==> config.mk <==
export PLATFORM = sky130hd
export DESIGN_NAME = fpu_addsub_param
export DESIGN_NICKNAME = d
export VERILOG_FILES = /design/src/rtl/fpu_pkg.sv /design/src/rtl/fpu_lzc.sv /design/src/rtl/fpu_addsub_param.sv
export SDC_FILE = /design/constraint.sdc
export NUM_CORES = 1
export LEC_CHECK = 0
export ABC_AREA = 1
export ABC_CLOCK_PERIOD_IN_PS = 8300
export CAP_MARGIN = 20
export CORE_MARGIN = 5
export CORE_UTILIZATION = 30
export CTS_CLUSTER_SIZE = 30
export DETAILED_ROUTE_END_ITERATION = 10
export DONT_BUFFER_PORTS = 1
export GPL_TIMING_DRIVEN = 0
export PLACE_DENSITY_LB_ADDON = 0.2
export SYNTH_ARGS = -nofsm -noshare
export SYNTH_HDL_FRONTEND = slang
export SYNTH_HIERARCHICAL = 1
export SYNTH_SLANG_ARGS = --single-unit
export TNS_END_PERCENT = 30
==> constraint.sdc <==
create_clock -name clock_100Khz -period 8.3 [get_ports clock_100Khz]
set_input_delay 1.66 -clock clock_100Khz [delete_from_list [all_inputs] [get_ports clock_100Khz]]
set_output_delay 1.66 -clock clock_100Khz [all_outputs]
set_load 0.05 [all_outputs]
==> src/rtl/fpu_pkg.sv <==
// Shared types and constants for the floating-point add/subtract core.
// Holds the FSM state encoding, status-word bit positions and op codes.
package fpu_pkg;

  typedef enum logic [2:0] {
    S_IDLE      = 3'd0,
    S_DECODE    = 3'd1,
    S_ALIGN     = 3'd2,
    S_OPERATE   = 3'd3,
    S_NORMALIZE = 3'd4,
    S_ROUND     = 3'd5
  } fpu_state_t;

  localparam int ST_EXACT   = 0;
  localparam int ST_OVF     = 1;
  localparam int ST_UNF     = 2;
  localparam int ST_INEXACT = 3;

  localparam logic OP_ADD = 1'b0;
  localparam logic OP_SUB = 1'b1;

endpackage

==> src/rtl/fpu_lzc.sv <==
// Combinational leading-zero counter; an all-zero input reports WIDTH.
module fpu_lzc #(
  parameter int WIDTH = 26,
  parameter int CNT_W = $clog2(WIDTH + 1)
) (
  input  logic [WIDTH-1:0] in_vec,
  output logic [CNT_W-1:0] lz_cnt
);

  logic found;

  always_comb begin
    lz_cnt = CNT_W'(WIDTH);
    found  = 1'b0;
    for (int i = WIDTH - 1; i >= 0; i--) begin
      if (!found && in_vec[i]) begin
        lz_cnt = CNT_W'(WIDTH - 1 - i);
        found  = 1'b1;
      end
    end
  end

endmodule

==> src/rtl/fpu_addsub_param.sv <==
// Multi-cycle floating-point add/subtract with round-to-nearest-even.
// One operation walks DECODE->ALIGN->OPERATE->NORMALIZE->ROUND after start.
module fpu_addsub_param
  import fpu_pkg::*;
#(
  parameter int EXP_W  = 10,
  parameter int MAN_W  = 21,
  parameter int DATA_W = 1 + EXP_W + MAN_W,
  parameter int BIAS   = 2**(EXP_W-1) - 1
) (
  input  logic              clock_100Khz,
  input  logic              reset,
  input  logic              start,
  input  logic              op,
  input  logic [DATA_W-1:0] Op_A_in,
  input  logic [DATA_W-1:0] Op_B_in,
  output logic [DATA_W-1:0] data_out,
  output logic [3:0]        status_out,
  output logic              busy,
  output logic              done
);

  localparam int DP_W  = MAN_W + 4;
  localparam int SUM_W = MAN_W + 5;
  localparam int LZ_W  = $clog2(MAN_W + 6);
  localparam logic signed [EXP_W+1:0] EXP_INF = (EXP_W+2)'(2 * BIAS + 1);
  localparam logic [EXP_W-1:0]        EXP_ONES = EXP_INF[EXP_W-1:0];
  localparam logic signed [EXP_W+1:0] EXP_ONE  = {{(EXP_W+1){1'b0}}, 1'b1};

  fpu_state_t state_q, state_d;
  logic [DATA_W-1:0] opa_q, opa_d, opb_q, opb_d, data_q, data_d;
  logic              op_q, op_d, sa_q, sa_d, sb_q, sb_d;
  logic              inf_q, inf_d, nan_q, nan_d, zero_q, zero_d, done_q, done_d;
  logic [EXP_W-1:0]  ea_q, ea_d, eb_q, eb_d;
  logic [DP_W-1:0]   ma_q, ma_d, mb_q, mb_d, man_n_q, man_n_d;
  logic [SUM_W-1:0]  sum_q, sum_d;
  logic signed [EXP_W+1:0] exp_n_q, exp_n_d;
  logic [3:0]        status_q, status_d;

  logic [EXP_W-1:0]  exp_a, exp_b, diff;
  logic              swap, sticky, rnd_inc, inexact;
  logic [DP_W-1:0]   m_small, m_shift;
  logic [LZ_W-1:0]   lz;
  logic [SUM_W-1:0]  norm_shift;
  logic [MAN_W+1:0]  man_rnd;
  logic [MAN_W-1:0]  frac_f;
  logic signed [EXP_W+1:0] exp_f;

  fpu_lzc #(.WIDTH(SUM_W), .CNT_W(LZ_W)) u_lzc (
    .in_vec (sum_q),
    .lz_cnt (lz)
  );

  assign exp_a = opa_q[DATA_W-2:MAN_W];
  assign exp_b = opb_q[DATA_W-2:MAN_W];

  // Alignment: anything shifted below the round position is folded into sticky;
  // a shift of the full datapath width or more leaves only sticky.
  assign swap    = {eb_q, mb_q} > {ea_q, ma_q};
  assign diff    = swap ? (eb_q - ea_q) : (ea_q - eb_q);
  assign m_small = swap ? ma_q : mb_q;
  assign m_shift = m_small >> diff;
  assign sticky  = ((m_shift << diff) != m_small);

  // Carry results have lz == 0, so one shift covers both normalisation directions.
  assign norm_shift = sum_q << lz;

  assign rnd_inc = man_n_q[2] & (man_n_q[1] | man_n_q[0] | man_n_q[3]);
  assign inexact = man_n_q[2] | man_n_q[1] | man_n_q[0];
  assign man_rnd = {1'b0, man_n_q[DP_W-1:3]} + {{(MAN_W+1){1'b0}}, rnd_inc};
  assign exp_f   = exp_n_q + {{(EXP_W+1){1'b0}}, man_rnd[MAN_W+1]};
  assign frac_f  = man_rnd[MAN_W+1] ? man_rnd[MAN_W:1] : man_rnd[MAN_W-1:0];

  always_comb begin
    state_d  = state_q;
    opa_d    = opa_q;
    opb_d    = opb_q;
    op_d     = op_q;
    sa_d     = sa_q;
    sb_d     = sb_q;
    ea_d     = ea_q;
    eb_d     = eb_q;
    ma_d     = ma_q;
    mb_d     = mb_q;
    inf_d    = inf_q;
    nan_d    = nan_q;
    sum_d    = sum_q;
    man_n_d  = man_n_q;
    exp_n_d  = exp_n_q;
    zero_d   = zero_q;
    data_d   = data_q;
    status_d = status_q;
    done_d   = 1'b0;
    case (state_q)
      S_IDLE: begin
        if (start) begin
          state_d = S_DECODE;
          opa_d   = Op_A_in;
          opb_d   = Op_B_in;
          op_d    = op;
        end
      end
      S_DECODE: begin
        sa_d    = opa_q[DATA_W-1];
        sb_d    = opb_q[DATA_W-1] ^ (op_q == OP_SUB);
        ea_d    = exp_a;
        eb_d    = exp_b;
        ma_d    = (exp_a == '0) ? '0 : {1'b1, opa_q[MAN_W-1:0], 3'b000};
        mb_d    = (exp_b == '0) ? '0 : {1'b1, opb_q[MAN_W-1:0], 3'b000};
        inf_d   = (exp_a == EXP_ONES) | (exp_b == EXP_ONES);
        nan_d   = (exp_a == EXP_ONES) & (exp_b == EXP_ONES) & (sa_d != sb_d);
        state_d = S_ALIGN;
      end
      S_ALIGN: begin
        if (swap) begin
          sa_d = sb_q;
          sb_d = sa_q;
          ea_d = eb_q;
          ma_d = mb_q;
        end
        mb_d    = {m_shift[DP_W-1:1], m_shift[0] | sticky};
        state_d = S_OPERATE;
      end
      S_OPERATE: begin
        sum_d   = (sa_q == sb_q) ? ({1'b0, ma_q} + {1'b0, mb_q})
                                 : ({1'b0, ma_q} - {1'b0, mb_q});
        state_d = S_NORMALIZE;
      end
      S_NORMALIZE: begin
        man_n_d = {norm_shift[SUM_W-1:2], norm_shift[1] | norm_shift[0]};
        exp_n_d = $signed({2'b00, ea_q}) + EXP_ONE
                - $signed({{(EXP_W+2-LZ_W){1'b0}}, lz});
        zero_d  = (sum_q == '0);
        state_d = S_ROUND;
      end
      S_ROUND: begin
        status_d = '0;
        if (nan_q) begin
          data_d           = {1'b0, EXP_ONES, 1'b1, {(MAN_W-1){1'b0}}};
          status_d[ST_OVF] = 1'b1;
        end else if (inf_q) begin
          data_d           = {sa_q, EXP_ONES, {MAN_W{1'b0}}};
          status_d[ST_OVF] = 1'b1;
        end else if (zero_q) begin
          data_d             = '0;
          status_d[ST_EXACT] = 1'b1;
        end else if (!exp_f[EXP_W+1] && (exp_f >= EXP_INF)) begin
          data_d               = {sa_q, EXP_ONES, {MAN_W{1'b0}}};
          status_d[ST_OVF]     = 1'b1;
          status_d[ST_INEXACT] = 1'b1;
        end else if (exp_f[EXP_W+1] || (exp_f == '0)) begin
          data_d               = {sa_q, {(DATA_W-1){1'b0}}};
          status_d[ST_UNF]     = 1'b1;
          status_d[ST_INEXACT] = 1'b1;
        end else begin
          data_d = {sa_q, exp_f[EXP_W-1:0], frac_f};
          if (inexact) status_d[ST_INEXACT] = 1'b1;
          else         status_d[ST_EXACT]   = 1'b1;
        end
        done_d  = 1'b1;
        state_d = S_IDLE;
      end
      default: state_d = S_IDLE;
    endcase
  end

  always_ff @(posedge clock_100Khz or posedge reset) begin
    if (reset) begin
      state_q  <= S_IDLE;
      opa_q    <= '0;
      opb_q    <= '0;
      op_q     <= 1'b0;
      sa_q     <= 1'b0;
      sb_q     <= 1'b0;
      ea_q     <= '0;
      eb_q     <= '0;
      ma_q     <= '0;
      mb_q     <= '0;
      inf_q    <= 1'b0;
      nan_q    <= 1'b0;
      sum_q    <= '0;
      man_n_q  <= '0;
      exp_n_q  <= '0;
      zero_q   <= 1'b0;
      data_q   <= '0;
      status_q <= '0;
      done_q   <= 1'b0;
    end else begin
      state_q  <= state_d;
      opa_q    <= opa_d;
      opb_q    <= opb_d;
      op_q     <= op_d;
      sa_q     <= sa_d;
      sb_q     <= sb_d;
      ea_q     <= ea_d;
      eb_q     <= eb_d;
      ma_q     <= ma_d;
      mb_q     <= mb_d;
      inf_q    <= inf_d;
      nan_q    <= nan_d;
      sum_q    <= sum_d;
      man_n_q  <= man_n_d;
      exp_n_q  <= exp_n_d;
      zero_q   <= zero_d;
      data_q   <= data_d;
      status_q <= status_d;
      done_q   <= done_d;
    end
  end

  assign data_out   = data_q;
  assign status_out = status_q;
  assign busy       = (state_q != S_IDLE);
  assign done       = done_q;

endmodule
==> flow_summary.toml, run 1 <==
[floorplan]
core.rowCount = 92
chipWidth_um = 261
design.die.area_um2 = 68300
core-area_um2 = 62900
floorplan.initialDensity_pct = 30.2
ios = 106
die_height_um = 261

[synth]
mappedNetlistArea_um2 = 19000
syn-mean-instance-area_um2 = 7.00
count_of_flip_flops_with_a_built_in_enable_after_synthesis = 0
postSynth.asyncResetShare_pct = 100
yosysUniqueCellTypes = 69
postSynthCellCount = 2708
number_of_warnings_printed_during_yosys_synthesis = 6
synth_top_area_cell = "sky130_fd_sc_hd__dfrtp_1"
ys_ff_latch = 243
synth_seq_area_share_pct = 32.1
yosys-top-cells-area = "sky130_fd_sc_hd__dfrtp_1 32%, sky130_fd_sc_hd__nand2_1 13%, sky130_fd_sc_hd__nand3_1 9.1%"
synthesized_nets = 2869
yosys.cell_count.top_type = "sky130_fd_sc_hd__nand2_1"
synth_common_cells = "675 x sky130_fd_sc_hd__nand2_1, 344 x sky130_fd_sc_hd__nand3_1, 288 x sky130_fd_sc_hd__inv_1"
synth_top_area_share_pct = 32.1
synth_top_flop_cell = "sky130_fd_sc_hd__dfrtp_1"

[job]
cap_violations = 0

[worst_setup_path]
critical_path.startpoint_type = "register"
cp_data_arrival_time_ns = 5.91
cpMaxStageDelayCell = "sky130_fd_sc_hd__o21ai_1"
timing.critical_path.slowest_cell_delay_ns = 0.68
critical_path_required_ns = 8.77
critPathCaptureType = "register"
maximum_fanout_encountered_on_the_critical_timing_path = 10
criticalPathCategory = "register to register"

[detailed_routing]
dr.pass1.iters = 5
routed_len_inst_um = 19.7
post-route-drc-count = 0
final_antenna_net_count = 0
detailedRoute.firstIterationViolations = 1673
detail_route.vias_per_cell = 5.21
drt_wl_total_um = 71200
via_count = 18800

[cells_and_area]
finish.net_count = 2908
nFillCells = 6965
antenna_cells_inserted = 0
syn_to_final_growth_pct = 11.7
layout-drive-gt1-share_pct = 8.60

[timing]
rsz_0062_raised_after_global_routing = "false"
relSlewSlack_pct = 41.5
hold_viol = 0
finalClockSkew_ns = 0.0383
layout_min_cycle_time_ns = 5.43
timing.setup.tns_ns = 0
timing.fmax_mhz = 184
drv_slew = 0
tightest_pin_transition_ns = 0.871
timing.final.crit_share_pct = 65.5
setup_failing_eps_final = 0

[grt]
grt_first_pass_wirelength_um = 109000
grt_use_total_pct = 20.3
grt_pass1_vias = 18300
antenna_found_initial = 2
grt_max_degree = 43
grt-ovfl-total = 0

[clock_tree]
cts_tree = "done"
cts_buffer_depth = 3
cts.sinks = 243
post_cts_resized = 0
root_buffer = "sky130_fd_sc_hd__clkbuf_16"
postCtsHoldBufs = 0
clkTransAtPathRegs_ns = 0.06
cts-htree-levels = 1
clk-insertion-delay-late_ns = 0.58
numCtsBuffers = 28
post_cts_buffers = 0

[min_path]
worstHoldPathType = "register to register"

[placed_design]
routabilityCongestion = 0.942
port_buffers = 0
dpl.hpwl_um = 58500

[status]
status = "completed"
-- registers in the layout, summed over array words and instances (netlist names) --
signal,count
mb_q,25
status_out,4
ma_q,25
exp_n_q,12
sa_q,1
op_q,1
done,1
state_q,3
zero_q,1
data_out,32
ea_q,10
sb_q,1
eb_q,10
opa_q,32
inf_q,1
nan_q,1
man_n_q,25
sum_q,26
opb_q,32
-- logic make-up after synthesis --
kind of cell,after synthesis,share of synthesized area [%]
mux,34,1.99
fa+ha+maj,93,6.30
simple gates,1374,32.8
buf+inv,428,9.31
flops,243,32.1
xor+xnor,56,2.59
compound gates,480,14.9
-- metal layers --
metal / global-route usage, % / vias up / wire length, um
li1: - / 9171 / -
met1: 29.7 / 8985 / 34000
met2: 31.7 / 576 / 31000
met3: 2.88 / 98 / 3980
met4: 5.33 / 2 / 2190
met5: 0 / - / 13
-- worst paths after layout --
path | startpoint | end | slack [ns] | cells after the start
hold / removal | exp_n_q[0] | exp_n_q[0] | 0.50 | 2
max in group asynchronous | reset | man_n_q[8] | 6.54 | 3
min in group asynchronous | reset | opb_q[28] | 0.92 | 1
hold reg to reg | exp_n_q[0] | exp_n_q[0] | 0.50 | 2
setup / recovery | ea_q[0] | mb_q[0] | 2.87 | 33
setup reg to reg | ea_q[0] | mb_q[0] | 2.87 | 33
-- per-stage QoR --
step	instances	setup slack, ns	hold WS (ns)	util (%)	instance area (um2)
after floorplan	2708	3.45	0.453	-	19000
after global placement	3554	2.00	0.482	31.8	20000
after detailed placement	3562	2.93	0.487	32.1	20200
after CTS	3613	2.90	0.503	33.7	21200
after global routing	3614	2.17	0.537	33.7	21200
final	3614	2.87	0.500	33.7	21200
-- cell usage in the layout, fill, tap and decap left out, types with 13 or more instances in the layout --
master / synthesis / layout
sky130_fd_sc_hd__nand3_1: 344 / 344
sky130_fd_sc_hd__nor4_1: 14 / 14
sky130_fd_sc_hd__a31oi_1: 37 / 37
sky130_fd_sc_hd__xor2_1: 44 / 44
sky130_fd_sc_hd__nand2_2: 13 / 13
sky130_fd_sc_hd__o211ai_1: 30 / 30
sky130_fd_sc_hd__a21oi_1: 102 / 102
sky130_fd_sc_hd__o21ai_0: 179 / 179
sky130_fd_sc_hd__buf_4: 13 / 13
sky130_fd_sc_hd__clkbuf_16: 0 / 28
sky130_fd_sc_hd__dfrtp_1: 243 / 243
sky130_fd_sc_hd__o21ai_1: 19 / 19
sky130_fd_sc_hd__nand3_2: 14 / 14
sky130_fd_sc_hd__nor2_1: 190 / 190
sky130_fd_sc_hd__ha_1: 89 / 89
sky130_fd_sc_hd__nand2_1: 675 / 675
sky130_fd_sc_hd__o22ai_1: 40 / 40
sky130_fd_sc_hd__nand4_1: 40 / 40
sky130_fd_sc_hd__or2_2: 24 / 24
sky130_fd_sc_hd__clkbuf_1: 71 / 73
sky130_fd_sc_hd__inv_1: 288 / 287
sky130_fd_sc_hd__buf_2: 19 / 19
sky130_fd_sc_hd__mux2_2: 30 / 30
sky130_fd_sc_hd__nor3_1: 19 / 19
-- area by class of cell --
class / instances / area [um2] / share of cell area, %
multi-input cells: 2037 / 11100 / 52.4
clock buffers: 35 / 777 / 3.67
well taps: 846 / 1060 / 5.00
flip-flops and latches: 243 / 6080 / 28.7
repair buffers: 9 / 159 / 0.750
inverters: 305 / 1160 / 5.48
plain buffers: 123 / 607 / 2.87
clock inverters: 16 / 228 / 1.08
-- critical path, delay by kind of cell (launching register included) --
| kind | cells | cell delay, ns |
|---|---|---|
| simple gates | 26 | 3.19 |
| compound gates | 2 | 0.81 |
| buf+inv | 4 | 0.55 |
| flops | 1 | 0.45 |
| fa+ha+maj | 1 | 0.29 |
Power of run 1 is left out: the tool's default activity adds up to more than one toggle a clock period on the data nets, which glitch-free logic cannot reach.
==> run 2: changes to the inputs <==
- ABC_CLOCK_PERIOD_IN_PS: 8300 -> 4400
- clock period: 8.3 -> 4.4 ns (I/O delays scaled with it)
==> run 2 against run 1 <==
Against the previous run:
- the flow now finishes with violations (setup timing)
- non-clock buffer count up 125
- utilization rose by 5.1 points
- die area stayed put
==> flow_summary.toml, run 2 (same netlist as run 1, synthesis figures left out) <==
[detailed_routing]
routed_len_inst_um = 19.8
detail_route.vias_per_cell = 5.21
detailedRoute.firstIterationViolations = 1612
final_antenna_net_count = 0
drt_wl_total_um = 74000
dr.pass1.iters = 6
post-route-drc-count = 0
via_count = 19500

[floorplan]
die_height_um = 261
core-area_um2 = 62900
ios = 106
chipWidth_um = 261
design.die.area_um2 = 68300
floorplan.initialDensity_pct = 30.2
core.rowCount = 92

[grt]
grt_first_pass_wirelength_um = 111000
grt_max_degree = 43
grt-ovfl-total = 0
grt_pass1_vias = 18700
grt_use_total_pct = 20.6
antenna_found_initial = 1

[cells_and_area]
layout-drive-gt1-share_pct = 24.8
layout_commonest_cell = "sky130_fd_sc_hd__nand2_1"
antenna_cells_inserted = 0
multiInputGateArea_um2 = 13000
finish.net_count = 3035
syn_to_final_growth_pct = 28.6
layout_common_cells = "616 x sky130_fd_sc_hd__nand2_1, 262 x sky130_fd_sc_hd__inv_1, 224 x sky130_fd_sc_hd__dfrtp_1"
nFillCells = 6688
final-seq-area_um2 = 6100

[clock_tree]
clk-insertion-delay-late_ns = 0.58
numCtsBuffers = 28
clkTransAtPathRegs_ns = 0.07
root_buffer = "sky130_fd_sc_hd__clkbuf_16"
cts.sinks = 243
cts_buffer_depth = 3
postCtsHoldBufs = 0
cts-htree-levels = 1
cts_tree = "done"

[worst_setup_path]
critPathCaptureType = "register"
reg2reg_depth = 31
worst_r2r_startpoint = "ea_q[7]"
critical_path_required_ns = 4.88
criticalPathCategory = "register to register"
critical_path.most_common_cell = "sky130_fd_sc_hd__nand2_1"
r2r_slack_ns = -0.02
timing.critical_path.slowest_cell_delay_ns = 0.38
maximum_fanout_encountered_on_the_critical_timing_path = 7
regToRegEndpoint = "mb_q[0]"
cpMaxStageDelayCell = "sky130_fd_sc_hd__dfrtp_1"
cp_data_arrival_time_ns = 4.90
critical_path.startpoint_type = "register"

[placed_design]
preCtsSetupSlack_ns = -0.967
dpl.hpwl_um = 58500
port_buffers = 0
routabilityCongestion = 0.942

[timing]
layout_min_cycle_time_ns = 4.42
timing.fmax_mhz = 226
hold_viol = 0
setup_failing_eps_final = 1
timing.final.crit_share_pct = 101
relSlewSlack_pct = 45.1
tightest_pin_transition_ns = 0.824
layout_setup_ws_ns = -0.0236
fin_hold_ws_ns = 0.139
rsz_0062_raised_after_global_routing = "true"
finalClockSkew_ns = 0.0358
drv_slew = 0

[status]
status = "complete, but fails checks"
violations = "setup timing"

[min_path]
worstHoldPathType = "primary input to asynchronous set/reset pin"

[job]
cap_violations = 0
run 2: cell types whose count changed in the layout (fill, tap and decap cells not counted), sizes merged:
cell and delta:
clkbuf +3, buf +122, nand2 +1, clkinvlp +2, inv -1
run 2: stage by stage:
| stage | instance area, um2 | TNS (ns) | utilization, % | cells |
|---|---|---|---|---|
| 5_1_grt | 24400 | -0.514 | 38.8 | 3741 |
| 3_3_place_gp | 20000 | -289.33 | 31.8 | 3554 |
| 6_report | 24400 | -0.0236 | 38.8 | 3741 |
| 2_1_floorplan | 19000 | 0 | - | 2708 |
| 4_1_cts | 22300 | -0.129 | 35.4 | 3652 |
| 3_5_place_dp | 20200 | -26.16 | 32.1 | 3562 |
run 2: routing by layer:
| layer | part of all wire (%) | GRT usage, % |
|---|---|---|
| met1 | 47 | 29.8 |
| met2 | 45 | 32.2 |
| met3 | 5.3 | 3.16 |
| met4 | 3.0 | 5.36 |
| met5 | 0 | 0 |
run 2: repair_timing:
action                     CTS  global route
setup endpoints to repair   50            52
gates resized for setup    194           335
pin swaps                   43           130
gates cloned                 0             6
setup buffers               41            83
run 2: worst max path at each step:
| stage | start | endpoint | slack (ns) |
|---|---|---|---|
| after floorplan | sum_q[24] | exp_n_q[10] | 0.12 |
| after global placement | reset | sum_q[1] | -1.12 |
| after detailed placement | man_n_q[3] | status_out[0] | -0.97 |
| after CTS | ea_q[5] | mb_q[0] | -0.04 |
| after global routing | ma_q[18] | mb_q[0] | -0.20 |
| final | ea_q[7] | mb_q[0] | -0.02 |
run 2: critical path, delay by kind of cell, from the launching register on:
| family | cells | cell delay, ns |
|---|---|---|
| AND/OR/NAND/NOR | 25 | 2.84 |
| flip-flops | 1 | 0.38 |
| adder cells (fa/ha/maj) | 1 | 0.27 |
| buffers and inverters | 4 | 0.54 |
| AO/OA/AOI/OAI | 1 | 0.29 |
run 2: layout make-up:
cell class	count	share of cell area [%]
timing repair inverter	1	0.0359
sequential	243	25.0
multi-input combinational	2038	53.3
buffer	120	3.26
timing repair buffer	137	4.93
clock inverter	16	0.934
tap	846	4.34
clock buffer	35	3.19
inverter	305	4.92
Power of run 2 is left out for the same reason.
